### src/rtl/voice_allocator_if.sv
// ----------------------------------------------------------------------------
// voice_allocator_if
// Groups the MIDI event inputs and the voice-update outputs of voice_allocator.
//   master : drives the MIDI event (midi_ctrl side / testbench)
//   slave  : the allocator; receives events and drives voice updates
// Signals
//   note_pressed/note_released  1-cycle event pulses
//   note, velocity, channel     event payload, valid with the pulse
//   upd_valid                   1-cycle voice update strobe
//   upd_voice/gate/note/vel     registered update payload, held until next update
//   upd_steal                   slot was taken from another note
//   voices_active               bit i = slot i sounding
//   busy, drop                  allocator busy / event discarded pulse
//   dbg_state                   current FSM state (IDLE=0, SCAN=1, ISSUE=2)
// Handshake: there is no back-pressure. An event is offered for exactly one
// cycle; it is either taken into the pending slot or reported via drop one
// cycle later. upd_valid is a single-cycle strobe with no ready.
// ----------------------------------------------------------------------------
interface voice_allocator_if #(
    parameter int NUM_VOICES = 8,
    parameter int VW         = $clog2(NUM_VOICES)
);
    logic                  note_pressed;
    logic                  note_released;
    logic [6:0]            note;
    logic [6:0]            velocity;
    logic [3:0]            channel;

    logic                  upd_valid;
    logic [VW-1:0]         upd_voice;
    logic                  upd_gate;
    logic [6:0]            upd_note;
    logic [6:0]            upd_vel;
    logic                  upd_steal;
    logic [NUM_VOICES-1:0] voices_active;
    logic                  busy;
    logic                  drop;
    logic [1:0]            dbg_state;

    modport master (
        output note_pressed, note_released, note, velocity, channel,
        input  upd_valid, upd_voice, upd_gate, upd_note, upd_vel, upd_steal,
        input  voices_active, busy, drop, dbg_state
    );

    modport slave (
        input  note_pressed, note_released, note, velocity, channel,
        output upd_valid, upd_voice, upd_gate, upd_note, upd_vel, upd_steal,
        output voices_active, busy, drop, dbg_state
    );
endinterface

### src/rtl/voice_allocator.sv
// ----------------------------------------------------------------------------
// voice_allocator
// Maps incoming MIDI note-on/note-off events onto NUM_VOICES synth voice
// slots. A note-on retriggers the slot already holding the note, else takes
// the lowest free slot, else steals the oldest sounding slot. A note-off
// closes the slot holding the note. One update strobe per accepted event.
// Ports
//   clk     system clock
//   nreset  synchronous active-low reset
//   bus     voice_allocator_if.slave (events in, voice updates out)
// Flow: event -> 1-deep pending register -> IDLE -> SCAN (one slot per
// cycle) -> ISSUE (table write) -> IDLE.
// ----------------------------------------------------------------------------
module voice_allocator #(
    parameter int NUM_VOICES = 8,
    parameter int AGE_W      = 8,
    parameter int OMNI       = 1,
    parameter int CHANNEL    = 0
) (
    input  logic              clk,
    input  logic              nreset,
    voice_allocator_if.slave  bus
);
    localparam int VW = $clog2(NUM_VOICES);
    localparam logic [AGE_W-1:0] AGE_MAX = '1;

    typedef enum logic [1:0] {
        ST_IDLE  = 2'd0,
        ST_SCAN  = 2'd1,
        ST_ISSUE = 2'd2
    } state_t;

    state_t r_state;

    // Pending event (1-deep)
    logic                  r_pend_full;
    logic                  r_pend_press;
    logic [6:0]            r_pend_note;
    logic [6:0]            r_pend_vel;

    // Working event under scan
    logic                  r_work_press;
    logic [6:0]            r_work_note;
    logic [6:0]            r_work_vel;

    // Scan trackers
    logic [VW-1:0]         r_idx;
    logic                  r_match_found;
    logic [VW-1:0]         r_match_idx;
    logic                  r_free_found;
    logic [VW-1:0]         r_free_idx;
    logic                  r_old_found;
    logic [VW-1:0]         r_old_idx;
    logic [AGE_W-1:0]      r_old_age;

    // Decision carried from the last SCAN cycle into ISSUE
    logic                  r_apply;
    logic [VW-1:0]         r_sel_voice;
    logic                  r_sel_press;

    // Slot table
    logic [NUM_VOICES-1:0] r_active;
    logic [6:0]            r_note [NUM_VOICES];
    logic [AGE_W-1:0]      r_age  [NUM_VOICES];

    // Registered outputs
    logic                  r_upd_valid;
    logic [VW-1:0]         r_upd_voice;
    logic                  r_upd_gate;
    logic [6:0]            r_upd_note;
    logic [6:0]            r_upd_vel;
    logic                  r_upd_steal;
    logic                  r_busy;
    logic                  r_drop;

    // ------------------------------------------------------------------
    // Event filter and pending-slot admission
    // ------------------------------------------------------------------
    logic w_chan_ok;
    logic w_press_in;
    logic w_rel_in;
    logic w_ev;
    logic w_take;
    logic w_pend_room;
    logic w_capture;
    logic w_drop;
    logic w_busy_nxt;

    assign w_chan_ok  = (OMNI != 0) || (bus.channel == 4'(CHANNEL));
    // A zero-velocity note-on is a note-off in MIDI.
    assign w_press_in = w_chan_ok && bus.note_pressed && (bus.velocity != 7'd0);
    assign w_rel_in   = w_chan_ok && (bus.note_released ||
                                      (bus.note_pressed && (bus.velocity == 7'd0)));
    assign w_ev       = w_press_in || w_rel_in;
    // The pending slot frees up in the same cycle IDLE hands it to the
    // working register, so a new event can land there back-to-back.
    assign w_take      = (r_state == ST_IDLE) && r_pend_full;
    assign w_pend_room = !r_pend_full || w_take;
    assign w_capture   = w_ev && w_pend_room;
    // Simultaneous press+release keeps the release and discards the press.
    assign w_drop      = (w_ev && !w_pend_room) || (w_press_in && w_rel_in);
    // Busy covers the cycle where a captured event waits in IDLE.
    assign w_busy_nxt  = (r_state == ST_SCAN) || r_pend_full || w_capture;

    // ------------------------------------------------------------------
    // Scan step for slot r_idx, merged with the trackers so far
    // ------------------------------------------------------------------
    logic             w_cur_active;
    logic [6:0]       w_cur_note;
    logic [AGE_W-1:0] w_cur_age;
    logic             w_match_found;
    logic [VW-1:0]    w_match_idx;
    logic             w_free_found;
    logic [VW-1:0]    w_free_idx;
    logic             w_old_take;
    logic             w_old_found;
    logic [VW-1:0]    w_old_idx;
    logic [AGE_W-1:0] w_old_age;
    logic             w_last;

    assign w_cur_active  = r_active[r_idx];
    assign w_cur_note    = r_note[r_idx];
    assign w_cur_age     = r_age[r_idx];

    assign w_match_found = r_match_found || (w_cur_active && (w_cur_note == r_work_note));
    assign w_match_idx   = r_match_found ? r_match_idx : r_idx;
    assign w_free_found  = r_free_found || !w_cur_active;
    assign w_free_idx    = r_free_found ? r_free_idx : r_idx;
    // Strict '>' keeps the lowest index on equal ages.
    assign w_old_take    = w_cur_active && (!r_old_found || (w_cur_age > r_old_age));
    assign w_old_found   = r_old_found || w_cur_active;
    assign w_old_idx     = w_old_take ? r_idx : r_old_idx;
    assign w_old_age     = w_old_take ? w_cur_age : r_old_age;
    assign w_last        = (r_idx == VW'(NUM_VOICES - 1));

    // Final slot choice, valid on the last SCAN cycle
    logic          w_dec_apply;
    logic [VW-1:0] w_dec_voice;
    logic          w_dec_steal;

    always_comb begin
        w_dec_apply = 1'b0;
        w_dec_voice = w_match_idx;
        w_dec_steal = 1'b0;
        if (r_work_press) begin
            w_dec_apply = 1'b1;
            if (w_match_found) begin
                w_dec_voice = w_match_idx;
            end else if (w_free_found) begin
                w_dec_voice = w_free_idx;
            end else begin
                w_dec_voice = w_old_idx;
                w_dec_steal = 1'b1;
            end
        end else if (w_match_found) begin
            w_dec_apply = 1'b1;
            w_dec_voice = w_match_idx;
        end
    end

    // ------------------------------------------------------------------
    // FSM, pending register, table and registered outputs
    // ------------------------------------------------------------------
    always_ff @(posedge clk) begin
        if (!nreset) begin
            r_state       <= ST_IDLE;
            r_pend_full   <= 1'b0;
            r_pend_press  <= 1'b0;
            r_pend_note   <= '0;
            r_pend_vel    <= '0;
            r_work_press  <= 1'b0;
            r_work_note   <= '0;
            r_work_vel    <= '0;
            r_idx         <= '0;
            r_match_found <= 1'b0;
            r_match_idx   <= '0;
            r_free_found  <= 1'b0;
            r_free_idx    <= '0;
            r_old_found   <= 1'b0;
            r_old_idx     <= '0;
            r_old_age     <= '0;
            r_apply       <= 1'b0;
            r_sel_voice   <= '0;
            r_sel_press   <= 1'b0;
            r_active      <= '0;
            for (int i = 0; i < NUM_VOICES; i++) begin
                r_note[i] <= '0;
                r_age[i]  <= '0;
            end
            r_upd_valid   <= 1'b0;
            r_upd_voice   <= '0;
            r_upd_gate    <= 1'b0;
            r_upd_note    <= '0;
            r_upd_vel     <= '0;
            r_upd_steal   <= 1'b0;
            r_busy        <= 1'b0;
            r_drop        <= 1'b0;
        end else begin
            r_upd_valid <= 1'b0;
            r_drop      <= w_drop;
            r_busy      <= w_busy_nxt;

            if (w_capture) begin
                r_pend_full  <= 1'b1;
                r_pend_press <= w_press_in && !w_rel_in;
                r_pend_note  <= bus.note;
                r_pend_vel   <= bus.velocity;
            end else if (w_take) begin
                r_pend_full  <= 1'b0;
            end

            case (r_state)
                ST_IDLE: begin
                    if (r_pend_full) begin
                        r_work_press  <= r_pend_press;
                        r_work_note   <= r_pend_note;
                        r_work_vel    <= r_pend_vel;
                        r_idx         <= '0;
                        r_match_found <= 1'b0;
                        r_free_found  <= 1'b0;
                        r_old_found   <= 1'b0;
                        r_old_age     <= '0;
                        r_state       <= ST_SCAN;
                    end
                end

                ST_SCAN: begin
                    r_match_found <= w_match_found;
                    r_match_idx   <= w_match_idx;
                    r_free_found  <= w_free_found;
                    r_free_idx    <= w_free_idx;
                    r_old_found   <= w_old_found;
                    r_old_idx     <= w_old_idx;
                    r_old_age     <= w_old_age;
                    r_idx         <= r_idx + 1'b1;
                    if (w_last) begin
                        // Outputs are launched here so the strobe sits in the
                        // ISSUE cycle; the table itself is written in ISSUE.
                        r_apply     <= w_dec_apply;
                        r_sel_voice <= w_dec_voice;
                        r_sel_press <= r_work_press;
                        r_upd_valid <= w_dec_apply;
                        if (w_dec_apply) begin
                            r_upd_voice <= w_dec_voice;
                            r_upd_gate  <= r_work_press;
                            r_upd_note  <= r_work_note;
                            r_upd_vel   <= r_work_press ? r_work_vel : 7'd0;
                            r_upd_steal <= w_dec_steal;
                        end
                        r_state <= ST_ISSUE;
                    end
                end

                ST_ISSUE: begin
                    if (r_apply) begin
                        if (r_sel_press) begin
                            for (int i = 0; i < NUM_VOICES; i++) begin
                                if (VW'(i) == r_sel_voice) begin
                                    r_active[i] <= 1'b1;
                                    r_note[i]   <= r_work_note;
                                    r_age[i]    <= '0;
                                end else if (r_active[i] && (r_age[i] != AGE_MAX)) begin
                                    r_age[i]    <= r_age[i] + 1'b1;
                                end
                            end
                        end else begin
                            r_active[r_sel_voice] <= 1'b0;
                        end
                    end
                    r_state <= ST_IDLE;
                end

                default: r_state <= ST_IDLE;
            endcase
        end
    end

    assign bus.upd_valid     = r_upd_valid;
    assign bus.upd_voice     = r_upd_voice;
    assign bus.upd_gate      = r_upd_gate;
    assign bus.upd_note      = r_upd_note;
    assign bus.upd_vel       = r_upd_vel;
    assign bus.upd_steal     = r_upd_steal;
    assign bus.voices_active = r_active;
    assign bus.busy          = r_busy;
    assign bus.drop          = r_drop;
    assign bus.dbg_state     = r_state;

endmodule

### src/flat_wrapper.sv
// flat-port wrapper written by rule: the top's interface ports become plain ports
module voice_allocator_flat 
#(
    parameter int NUM_VOICES = 8,
    parameter int AGE_W      = 8,
    parameter int OMNI       = 1,
    parameter int CHANNEL    = 0
)
  (clk, nreset, bus_note_pressed, bus_note_released, bus_note, bus_velocity, bus_channel, bus_upd_valid, bus_upd_voice, bus_upd_gate, bus_upd_note, bus_upd_vel, bus_upd_steal, bus_voices_active, bus_busy, bus_drop, bus_dbg_state);
  voice_allocator_if #(.NUM_VOICES(NUM_VOICES)) bus_i ();
  input  logic clk;
  input  logic nreset;
  input wire logic [$bits(bus_i.note_pressed)-1:0] bus_note_pressed;
  input wire logic [$bits(bus_i.note_released)-1:0] bus_note_released;
  input wire logic [$bits(bus_i.note)-1:0] bus_note;
  input wire logic [$bits(bus_i.velocity)-1:0] bus_velocity;
  input wire logic [$bits(bus_i.channel)-1:0] bus_channel;
  output wire logic [$bits(bus_i.upd_valid)-1:0] bus_upd_valid;
  output wire logic [$bits(bus_i.upd_voice)-1:0] bus_upd_voice;
  output wire logic [$bits(bus_i.upd_gate)-1:0] bus_upd_gate;
  output wire logic [$bits(bus_i.upd_note)-1:0] bus_upd_note;
  output wire logic [$bits(bus_i.upd_vel)-1:0] bus_upd_vel;
  output wire logic [$bits(bus_i.upd_steal)-1:0] bus_upd_steal;
  output wire logic [$bits(bus_i.voices_active)-1:0] bus_voices_active;
  output wire logic [$bits(bus_i.busy)-1:0] bus_busy;
  output wire logic [$bits(bus_i.drop)-1:0] bus_drop;
  output wire logic [$bits(bus_i.dbg_state)-1:0] bus_dbg_state;
  assign bus_i.note_pressed = bus_note_pressed;
  assign bus_i.note_released = bus_note_released;
  assign bus_i.note = bus_note;
  assign bus_i.velocity = bus_velocity;
  assign bus_i.channel = bus_channel;
  assign bus_upd_valid = bus_i.upd_valid;
  assign bus_upd_voice = bus_i.upd_voice;
  assign bus_upd_gate = bus_i.upd_gate;
  assign bus_upd_note = bus_i.upd_note;
  assign bus_upd_vel = bus_i.upd_vel;
  assign bus_upd_steal = bus_i.upd_steal;
  assign bus_voices_active = bus_i.voices_active;
  assign bus_busy = bus_i.busy;
  assign bus_drop = bus_i.drop;
  assign bus_dbg_state = bus_i.dbg_state;
  voice_allocator #(.NUM_VOICES(NUM_VOICES), .AGE_W(AGE_W), .OMNI(OMNI), .CHANNEL(CHANNEL)) u_core (.clk(clk), .nreset(nreset), .bus(bus_i));
endmodule
### config.mk
export PLATFORM = sky130hd
export DESIGN_NAME = voice_allocator_flat
export DESIGN_NICKNAME = d
export VERILOG_FILES = /design/src/rtl/voice_allocator_if.sv /design/src/rtl/voice_allocator.sv /design/src/flat_wrapper.sv
export SDC_FILE = /design/constraint.sdc
export NUM_CORES = 1
export LEC_CHECK = 0
export CAP_MARGIN = 0
export CORE_ASPECT_RATIO = 1.2
export CORE_MARGIN = 2
export CORE_UTILIZATION = 30
export CTS_CLUSTER_DIAMETER = 30
export DETAILED_ROUTE_END_ITERATION = 8
export GPL_TIMING_DRIVEN = 0
export PLACE_DENSITY = 0.56
export SLEW_MARGIN = 20
export SYNTH_ARGS = -nofsm -noshare
export SYNTH_HDL_FRONTEND = slang
export SYNTH_SLANG_ARGS = --single-unit
### constraint.sdc
create_clock -name clk -period 5.5 [get_ports clk]
set_input_delay 0.55 -clock clk [delete_from_list [all_inputs] [get_ports clk]]
set_output_delay 0.55 -clock clk [all_outputs]
set_load 0.02 [all_outputs]
# Yosys cells after proc, flatten, opt, wreduce, memory -nomap -nowiden
# Memory sizes are Yosys's and may differ from the RTL's. A register that Yosys moved wholly into a read port is not among the register bits.
# Cells that the tools add are included.
dict set report op_classes {
  bitwise 26
  add_sub_neg 9
  order_cmp 4
  eq_ne 30
  n_mux 172
  n_reduce_logical 54
}
# op count
set op_table {}
lappend op_table {{$mux W8} 19}
lappend op_table {{$mux W1} 123}
lappend op_table {{$add A8 B1 Y8 const B} 8}
lappend op_table {{$ne A8 B8 Y1 const B} 8}
lappend op_table {{$mux W7} 9}
lappend op_table {{$mux W3} 11}
lappend op_table {{$reduce_and A3 Y1} 11}
lappend op_table {{$or A1 B1 Y1} 24}
lappend op_table {{$logic_and A1 B1 Y1} 18}
lappend op_table {{$ne A2 B2 Y1 const B} 8}
lappend op_table {{$pmux W8 S2} 1}
lappend op_table {{$eq A3 B3 Y1 const A} 4}
lappend op_table {{$logic_or A1 B1 Y1} 10}
lappend op_table {{$and A8 B8 Y8} 1}
lappend op_table {{$gt A8 B8 Y1} 1}
lappend op_table {{$lt A3 B4 Y1 const B} 2}
lappend op_table {{$not A8 Y8} 1}
lappend op_table {{$reduce_and A2 Y1} 4}
lappend op_table {{$eq A7 B7 Y1} 1}
lappend op_table {{$logic_not A7 Y1} 1}
lappend op_table {{$reduce_bool A7 Y1} 1}
lappend op_table {{$eq A2 B3 Y1 const A} 2}
lappend op_table {{$ne A2 B1 Y1 const B} 3}
lappend op_table {{$pmux W1 S2} 3}
lappend op_table {{other kinds (15)} 21}
dict set report word_totals {
  out_inout_bits 32
  memories 2
  mem_bits_rw 120
  reg_bits 91
}
# name depth width rd rd_clocked_by_memory_dff write_ports line_no
set mem_list {}
lappend mem_list {u_core.r_age 8 8 9 1 8 voice_allocator.sv:64} ;# logic [AGE_W-1:0] r_age [NUM_VOICES];
lappend mem_list {u_core.r_note 8 7 1 1 8 voice_allocator.sv:63} ;# logic [6:0] r_note [NUM_VOICES];

# Logic depth before layout (Yosys ltp)
# Gate-level depths: netlist of the first run.
# An unclocked memory read counts as a cell.
dict set report depth {
  word_depth 11
  mapped_depth 14
  mapped_depth_nobuf 10
}

# Least setup slack after synthesis of the first run
# OpenSTA, ideal clock, no wires.
dict set report synth_path {
  path_type {register to register}
  from {register with a tool-made name}
  to {register u_core.r_old_age[1]}
  setup_ps 115
  t_arrival_ps 4063
  setup_slack_ps 1322
  period_less_slack_ps 4178
  stages_incl_launch_ff 15
  required_ps 5385
  path_cell_list {dfxtp_1 > buf_4 > buf_1 > clkbuf_1 > mux4_2 > mux2_2 > ha_1 > a211oi_1 > o21ai_0 > a2111oi_0 > nor4_1 > or2_1 > buf_2 > mux2i_1 > and2_1}
}
# item line_no
set synth_rtl {}
lappend synth_rtl {{to (signal assigned)} voice_allocator.sv:234} ;# r_old_age <= w_old_age;
lappend synth_rtl {{to (decl)} voice_allocator.sv:54} ;# logic [AGE_W-1:0] r_old_age;

==> results of run 1 <==
==> cell type report <==
type	instances	area, µm²	area share [%]
clock buffers	54	1126	9.062
clock inverters	20	247.7	1.994
flip-flops and latches	214	5485	44.14
well taps	450	563.0	4.531
multi-input cells	653	4254	34.23
inverters	26	97.59	0.7853
repair buffers	49	490.5	3.947
plain buffers	39	162.7	1.309
==> critical path, stage by stage (launching register included) <==
cell and delay (ns):
dfxtp_1 0.31, buf_4 0.20, buf_1 0.66, clkbuf_1 0.54, mux4_2 0.39, mux2_2 0.32
ha_1 0.32, a211oi_1 0.28, o21ai_0 0.15, a2111oi_0 0.69, nor4_1 0.27, or2_1 0.29
buf_2 0.21, mux2i_1 0.14, and2_1 0.15
==> Yosys cell counts, drive strengths merged, types with 9 or more instances <==
master / instances / area share, %
xnor2: 13 / 1.1
nand3: 62 / 3.2
mux4: 32 / 7.3
and2: 10 / 0.63
o21ai: 24 / 1.3
clkbuf: 30 / 1.1
dfxtp: 94 / 19
buf: 9 / 0.50
edfxtp: 120 / 36
xor2: 42 / 3.7
and3: 18 / 1.1
nor2: 132 / 5.0
ha: 18 / 2.3
a21oi: 67 / 3.4
inv: 25 / 0.94
nand2: 130 / 4.9
mux2i: 21 / 2.1
==> path summary, 6_finish.rpt <==
path	slack (ns)	endpoint	cells after the start
worst min-delay path	0.45	u_core.r_pend_note[6]	2
worst min register to register	0.45	u_core.r_pend_note[6]	2
worst max-delay path	0.43	u_core.r_old_age[2]	14
worst max register to register	0.43	u_core.r_old_age[2]	14
==> sequential cells by signal, indices dropped and copies added (netlist names), 2 cells and up, named ones only <==
| name | cells |
|---|---|
| u_core.r_match_idx | 3 |
| u_core.bus.voices_active | 8 |
| u_core.r_free_idx | 3 |
| u_core.r_pend_note | 7 |
| u_core.bus.upd_note | 7 |
| u_core.r_work_vel | 7 |
| u_core.r_age | 64 |
| u_core.bus.upd_vel | 7 |
| u_core.r_note | 56 |
| u_core.r_old_age | 8 |
| u_core.r_idx | 3 |
| u_core.r_pend_vel | 7 |
| u_core.r_work_note | 7 |
| u_core.bus.upd_voice | 3 |
| u_core.bus.dbg_state | 2 |
| u_core.r_old_idx | 3 |
| u_core.r_sel_voice | 3 |
==> metrics by stage <==
stage | utilization (%) | power [mW] | cell area, µm² | hold slack (ns)
after global routing | 37.69 | 4.639 | 12430 | 0.4728
after CTS | 37.69 | 4.534 | 12430 | 0.4540
after global placement | 33.51 | 2.046 | 11050 | 0.4415
final | 37.69 | 4.496 | 12430 | 0.4527
after floorplan | - | 1.954 | 9996 | 0.4321
after detailed placement | 33.52 | 2.049 | 11050 | 0.4469
==> report_power, final <==
| group | switching (mW) | internal, mW |
|---|---|---|
| logic | 0.144 | 0.0938 |
| registers | 0.0410 | 1.74 |
| clock network | 0.871 | 1.61 |
==> layer usage <==
metal,vias to the layer above,wire length (µm),GRT usage (%)
li1,3532,-,-
met1,3693,11490,19.81
met2,166,13120,26.27
met3,61,1026,2.479
met4,0,1037,7.448
met5,-,0,0
==> cell families after synthesis <==
logic type      count (synthesis)  share of synthesized area (%)
mux                            60                          10.21
fa+ha+maj                      18                          2.253
compound gates                125                          7.623
xor+xnor                       55                          4.819
flops                         214                          54.88
simple gates                  395                          17.61
buf+inv                        65                          2.604
==> qor.csv, run 1 <==
metric,value,unit
cts_sinks,214,
layout_common_cells,"nor2_1 (132), nand2_1 (129), edfxtp_1 (120)",
crit_arrival,5.48,ns
drive_above_1_share,11.47,%
netlist_area,9996,µm²
hold_violations,0,
num_io_pins,54,
stdcell_count,1505,
worstPathRequired,5.91,ns
cp-end-kind,flip-flop,
start_util,30.32,%
grt_pass1_wl,42040,µm
post-route-period-util,92.17,%
antenna_found_initial,0,
setup_tns,0,ns
first_global_vias,7491,
viasPerCell,4.951,
cts_tree,yes,
nFillCells,3274,
cts_setup_buffers,0,
ys_seq_area_share,54.88,%
cts_buffers,41,
num_rows,73,
dpl.cell_count,1431,
die_w,170.6,µm
powerDensity,361.8,nW/µm²
status,"complete, no violations",
htree_levels,2,
crit_type,reg2reg,
cap_violations,0,
pre_cts_ws,0.4346,ns
slew_headroom,37.63,%
ys_types,53,
cts_resized,0,
final_common_cell,nor2_1,
cts_buffer_depth,3,
wl,26660,µm
hpwl,18900,µm
synth_nets,972,
grt_usage,15.70,%
yosys_warnings,0,
tightest_slew,0.9096,ns
setup.worst_path.start_class,flip-flop,
hp-class,reg2reg,
num_vias,7452,
diodes,0,
peakVddDrop,0.2708,mV
fin_ws,0.4309,ns
cts_hold_buf,0,
drtIter0Drc,404,
drt_first_pass_iters,5,
slew_violations,0,
leakage,4.351,nW
gp_congestion,0.8287,
min_from,u_core.r_pend_note[6],
route.detailed.drc,0,
synth-edff-count,120,
clk_pin_slew,0.05,ns
finClkSkew,0.03081,ns
setup_viol,0,
syn2layout_area_growth,24.32,%
grt_overflow_total,0,
synth_seq_cells,214,
async_flop_share,0,%
ant_nets,0,
synthCells,932,
fmax,0.1973,GHz
avgSynthCellArea,10.73,µm²
period_minus_slack,5.069,ns
path_max_fanout,10,
cts-root-buf,clkbuf_16,
die_h,204.0,µm
clk_latency,0.55,ns
place.port_buffers,49,
grt_max_degree,13,
wl_per_cell,17.72,µm
rsz0062_at_grt,false,
core,32970,µm²
dieArea,34800,µm²
fin_nets,1064,
synth_top_flop_cell,edfxtp_1,
(Power assumes the default switching activity.)
==> run 2, diff against run 1 <==
GPL_TIMING_DRIVEN = not set   (was 0)
==> qor.csv, run 2 (synthesis gave the netlist of run 1 again) <==
metric,value,unit,change
cts_resized,0,,unchanged
hold_violations,0,,unchanged
num_io_pins,54,,unchanged
drive_above_1_share,13.01,%,+1.5 points
largest_reg_flops,64,,unchanged
crit_type,reg2reg,,
placed_cell_area,10930,µm²,-1.1%
die_h,204.0,µm,unchanged
setup_tns,0,ns,unchanged
slew_violations,0,,unchanged
multi_input_area,4253,µm²,about the same
antenna_found_initial,1,,+1
slew_headroom,31.59,%,-6.0 points
dpl.cell_count,1398,,-2.3%
route.detailed.drc,0,,unchanged
fin_nets,1034,,-2.8%
drt_first_pass_iters,7,,+2
setup.worst_path.start_class,flip-flop,,
dieArea,34800,µm²,unchanged
final_common_cell,nor2_1,,
cts_tree,yes,,
cts_buffer_depth,3,,unchanged
syn2layout_area_growth,24.25,%,about the same
grt_overflow_total,0,,unchanged
num_vias,7171,,-3.8%
status,"complete, no violations",,
worstPathRequired,5.91,ns,about the same
die_w,170.6,µm,unchanged
grt_usage,14.58,%,-1.1 points
stdcell_count,1481,,-1.6%
start_util,30.32,%,unchanged
layout_common_cells,"nor2_1 (132), nand2_1 (129), edfxtp_1 (120)",,
wl,25040,µm,-6.1%
clk_pin_slew,0.05,ns,about the same
clk_latency,0.55,ns,about the same
cts_hold_buf,0,,unchanged
drtIter0Drc,465,,+15%
setup_viol,0,,unchanged
final_core_util,37.67,%,about the same
wl_per_cell,16.91,µm,-4.6%
nFillCells,3245,,-0.89%
cap_violations,0,,unchanged
tightest_slew,1.019,ns,+0.1097 ns
peakVddDrop,0.2512,mV,-7.2%
place.port_buffers,49,,unchanged
first_global_vias,7210,,-3.8%
hpwl,17030,µm,-9.9%
crit_arrival,4.57,ns,-0.91 ns
period_minus_slack,4.158,ns,-0.9116 ns
viasPerCell,4.842,,-2.2%
cts_setup_buffers,0,,unchanged
stdcell_area,12420,µm²,about the same
max_flop_register,u_core.r_age,,
seq_area,5487,µm²,about the same
ant_nets,0,,unchanged
grt_max_degree,69,,+56
hp-class,reg2reg,,
cp-end-kind,flip-flop,,
num_rows,73,,unchanged
cts_buffers,44,,+7.3%
finClkSkew,0.03270,ns,+0.001894 ns
core,32970,µm²,unchanged
rsz0062_at_grt,false,,
post-route-period-util,75.59,%,-17 points
path_max_fanout,10,,unchanged
leakage,4.367,nW,+0.37%
gp_congestion,0.7837,,-5.4%
cts_sinks,214,,unchanged
fmax,0.2405,GHz,+22%
grt_pass1_wl,39450,µm,-6.2%
cts-root-buf,clkbuf_16,,
htree_levels,2,,unchanged
powerDensity,369.6,nW/µm²,+2.2%
top_regs,"u_core.r_age x64, u_core.r_note x56",,
-- run 2: cell count changes in the layout (fill, tap and decap cells not counted), sizes merged, moves of 2 or more --
| cell | delta |
|---|---|
| inv | -3 |
| buf | -2 |
| clkinv | +8 |
| clkbuf | -27 |
-- run 2: worst max-delay path, cell delays in order (launching register included) --
cell and delay, ns:
dfxtp_1 0.65, buf_4 0.28, mux4_2 0.53, mux2_2 0.32, ha_1 0.31, o21ai_0 0.10, o21ai_0 0.12, a2111oi_0 0.67
nor4_1 0.25, or2_1 0.47, mux2i_1 0.18, and2_1 0.17
-- run 2: cell type report --
class | count | area share [%]
inverter | 26 | 0.7858
multi-input combinational | 653 | 34.24
tap | 450 | 4.534
clock inverter | 25 | 1.965
clock buffer | 57 | 10.00
sequential | 214 | 44.18
antenna | 1 | 0.02015
timing repair buffer | 55 | 4.272
-- run 2: path summary, 6_finish.rpt --
kind	startpoint	to	slack, ns	cells after the start
min reg2reg	u_core.r_pend_note[0]	u_core.r_work_note[0]	0.45	2
max reg2reg	flip-flop	u_core.r_old_age[6]	1.34	11
max	flip-flop	u_core.r_old_age[6]	1.34	11
min	u_core.r_pend_note[0]	u_core.r_work_note[0]	0.45	2
-- run 2: power breakdown --
part	internal (mW)	switching [mW]	leakage [nW]	total [mW]
Clock	1.70	0.885	0.723	2.59
Sequential	1.74	0.0454	2.00	1.79
Combinational	0.0897	0.128	1.64	0.217
Total	3.53	1.06	4.37	4.59
-- run 2: stage by stage --
step           setup slack, ns  power [mW]  hold slack, ns
6_report                 1.342       4.590          0.4475
5_1_grt                 0.9274       4.751          0.4595
4_1_cts                  1.291       4.647          0.4484
3_5_place_dp             1.290       2.035          0.4428
3_3_place_gp             1.319       2.032          0.4365
2_1_floorplan            1.322       1.954          0.4321
-- run 2: per-layer routing --
metal / vias up / global-route usage [%] / part of all wire (%)
li1: 3479 / - / -
met1: 3469 / 18.04 / 43
met2: 167 / 25.23 / 50
met3: 56 / 2.382 / 4.3
met4: 0 / 5.830 / 3.1
met5: - / 0 / 0
==> run 3, diff against run 2 <==
clock period = 4.12 ns   (was 5.5 ns; I/O delays follow)
==> qor.csv, run 3 (synthesis gave the netlist of run 1 again) <==
metric,value,unit,change
status,"complete, no violations",,
setup.worst_path.start_class,flip-flop,,
tightest_slew,0.9552,ns,-0.06406 ns
seq_power_share,35.1,%,-3.8 points
pre_cts_ws,0.2983,ns,-0.9921 ns
cap_violations,0,,unchanged
htree_levels,2,,unchanged
p_clk_share,60.4,%,+4.0 points
drt_first_pass_iters,4,,-3
crit_arrival,4.22,ns,-0.35 ns
cpPeakStageDelay,0.55,ns,-0.12 ns
stdcell_count,1502,,+1.4%
max_flop_register,u_core.r_age,,
top_regs,"u_core.r_age x64, u_core.r_note x56",,
num_io_pins,54,,unchanged
slew_headroom,36.08,%,+4.5 points
period_minus_slack,3.794,ns,-0.3638 ns
grt_usage,15.00,%,+0.43 points
intPower,5.217,mW,+48%
place.port_buffers,49,,unchanged
wl,25920,µm,+3.5%
diodes,0,,-1
die_w,170.6,µm,unchanged
viasPerCell,4.899,,+1.2%
nFillCells,3231,,-0.43%
slew_violations,0,,unchanged
clk_pin_slew,0.05,ns,about the same
powerDensity,528.7,nW/µm²,+43%
cp_cell_sequence,buf_4 -> mux4_2 -> mux2_2 -> ha_1 -> a211oi_1 -> o21ai_0 -> a2111oi_0 -> buf_4 -> nor4_2 -> or2_1 -> mux2i_1 -> and2_1,,
drive_above_1_share,15.11,%,+2.1 points
reg2reg_depth,12,,+1
crit_type,reg2reg,,
switching_share,23.06,%,about the same
largest_reg_flops,64,,unchanged
num_vias,7359,,+2.6%
num_rows,73,,unchanged
grt_max_degree,69,,unchanged
critPathSlowestCell,dfxtp_2,,
dieArea,34800,µm²,unchanged
hp-class,in2reg,,
cts_setup_buffers,0,,unchanged
cts_buffers,51,,+16%
post-route-period-util,92.08,%,+16 points
grt_pass1_wl,40880,µm,+3.6%
worstPathRequired,4.54,ns,-1.37 ns
hold_violations,0,,unchanged
clk_latency,0.57,ns,+0.02 ns
drtIter0Drc,483,,+3.9%
path_max_fanout,12,,+2
cts-root-buf,clkbuf_16,,
grt_overflow_total,0,,unchanged
cp-end-kind,flip-flop,,
antenna_found_initial,0,,-1
fin_ws,0.3262,ns,-1.016 ns
path_common_cell,buf_4,,
die_h,204.0,µm,unchanged
cts_buffer_depth,3,,unchanged
setup_viol,0,,unchanged
layout_common_cells,"nor2_1 (132), nand2_1 (129), edfxtp_1 (120)",,
seq_area,5487,µm²,unchanged
fin_nets,1050,,+1.5%
cts_tree,yes,,
fmax,0.2636,GHz,+9.6%
first_global_vias,7496,,+4.0%
rsz0062_at_grt,false,,
comb_power_share,4.5,%,-0.2 points
gp_congestion,0.8002,,+2.1%
finClkSkew,0.04663,ns,+0.01392 ns
hold_depth,3,,+1
setup_tns,0,ns,unchanged
dpl.cell_count,1407,,+0.64%
switching_power,1.564,mW,+48%
multi_input_area,4257,µm²,about the same
final_common_cell,nor2_1,,
route.detailed.drc,0,,unchanged
cts_sinks,214,,unchanged
start_util,30.32,%,unchanged
core,32970,µm²,unchanged
cts_hold_buf,0,,unchanged
syn2layout_area_growth,28.30,%,
ant_nets,0,,unchanged
wl_per_cell,17.26,µm,+2.1%
leakage,4.550,nW,+4.2%
hpwl,17590,µm,+3.3%
peakVddDrop,0.3252,mV,+29%
[run 3: timing repair]
action	CTS	global route
endpoints found under the hold margin	0	0
setup endpoints to repair	0	8
resized for setup	0	1
[run 3: path summary, 6_finish.rpt]
path              slack, ns                    end                 start
setup reg to reg       0.33    u_core.r_old_age[5]             flip-flop
hold reg to reg        0.45   u_core.r_work_vel[6]  u_core.r_pend_vel[6]
hold / removal         0.39  u_core.r_pend_note[1]           bus_note[1]
setup / recovery       0.33    u_core.r_old_age[5]             flip-flop
[run 3: area by class of cell]
type | instances | area share, %
inverter | 26 | 0.7610
timing repair buffer | 64 | 4.761
tap | 450 | 4.390
clock inverter | 36 | 3.454
clock buffer | 59 | 10.66
sequential | 214 | 42.78
multi-input combinational | 653 | 33.19
[run 3: layer usage]
layer	up-vias	GRT usage, %	share of wire (%)
met2	196	26.11	51
met4	0	5.922	2.7
li1	3507	-	-
met5	-	0	0
met3	47	2.692	4.9
met1	3609	18.32	42
[run 3: power groups by stage]
stage               logic (mW)  clock network (mW)  registers [mW]
floorplan                0.213                   0            2.40
global placement         0.302                   0            2.42
detailed placement       0.304                   0            2.42
CTS                      0.306                4.15            2.38
global route             0.332                4.27            2.39
finish                   0.303                4.10            2.38
[run 3: per-stage QoR]
stage / hold slack, ns / power (mW) / utilization [%] / instance area (µm²)
floorplan: 0.4321 / 2.609 / - / 9997
global placement: 0.4395 / 2.721 / 33.39 / 11010
detailed placement: 0.4430 / 2.725 / 33.39 / 11010
CTS: 0.3714 / 6.834 / 38.88 / 12820
global route: 0.3910 / 6.994 / 38.90 / 12820
finish: 0.3863 / 6.781 / 38.90 / 12820
[run 3: critical path, delay by kind of cell (launching register included)]
kind	cells	cell delay (ns)
AOI/OAI and AO/OA	3	0.80
adders and majority gates	1	0.21
buffers and inverters	2	0.40
DFF	1	0.55
muxes	3	1.01
and+or+nand+nor	3	0.65
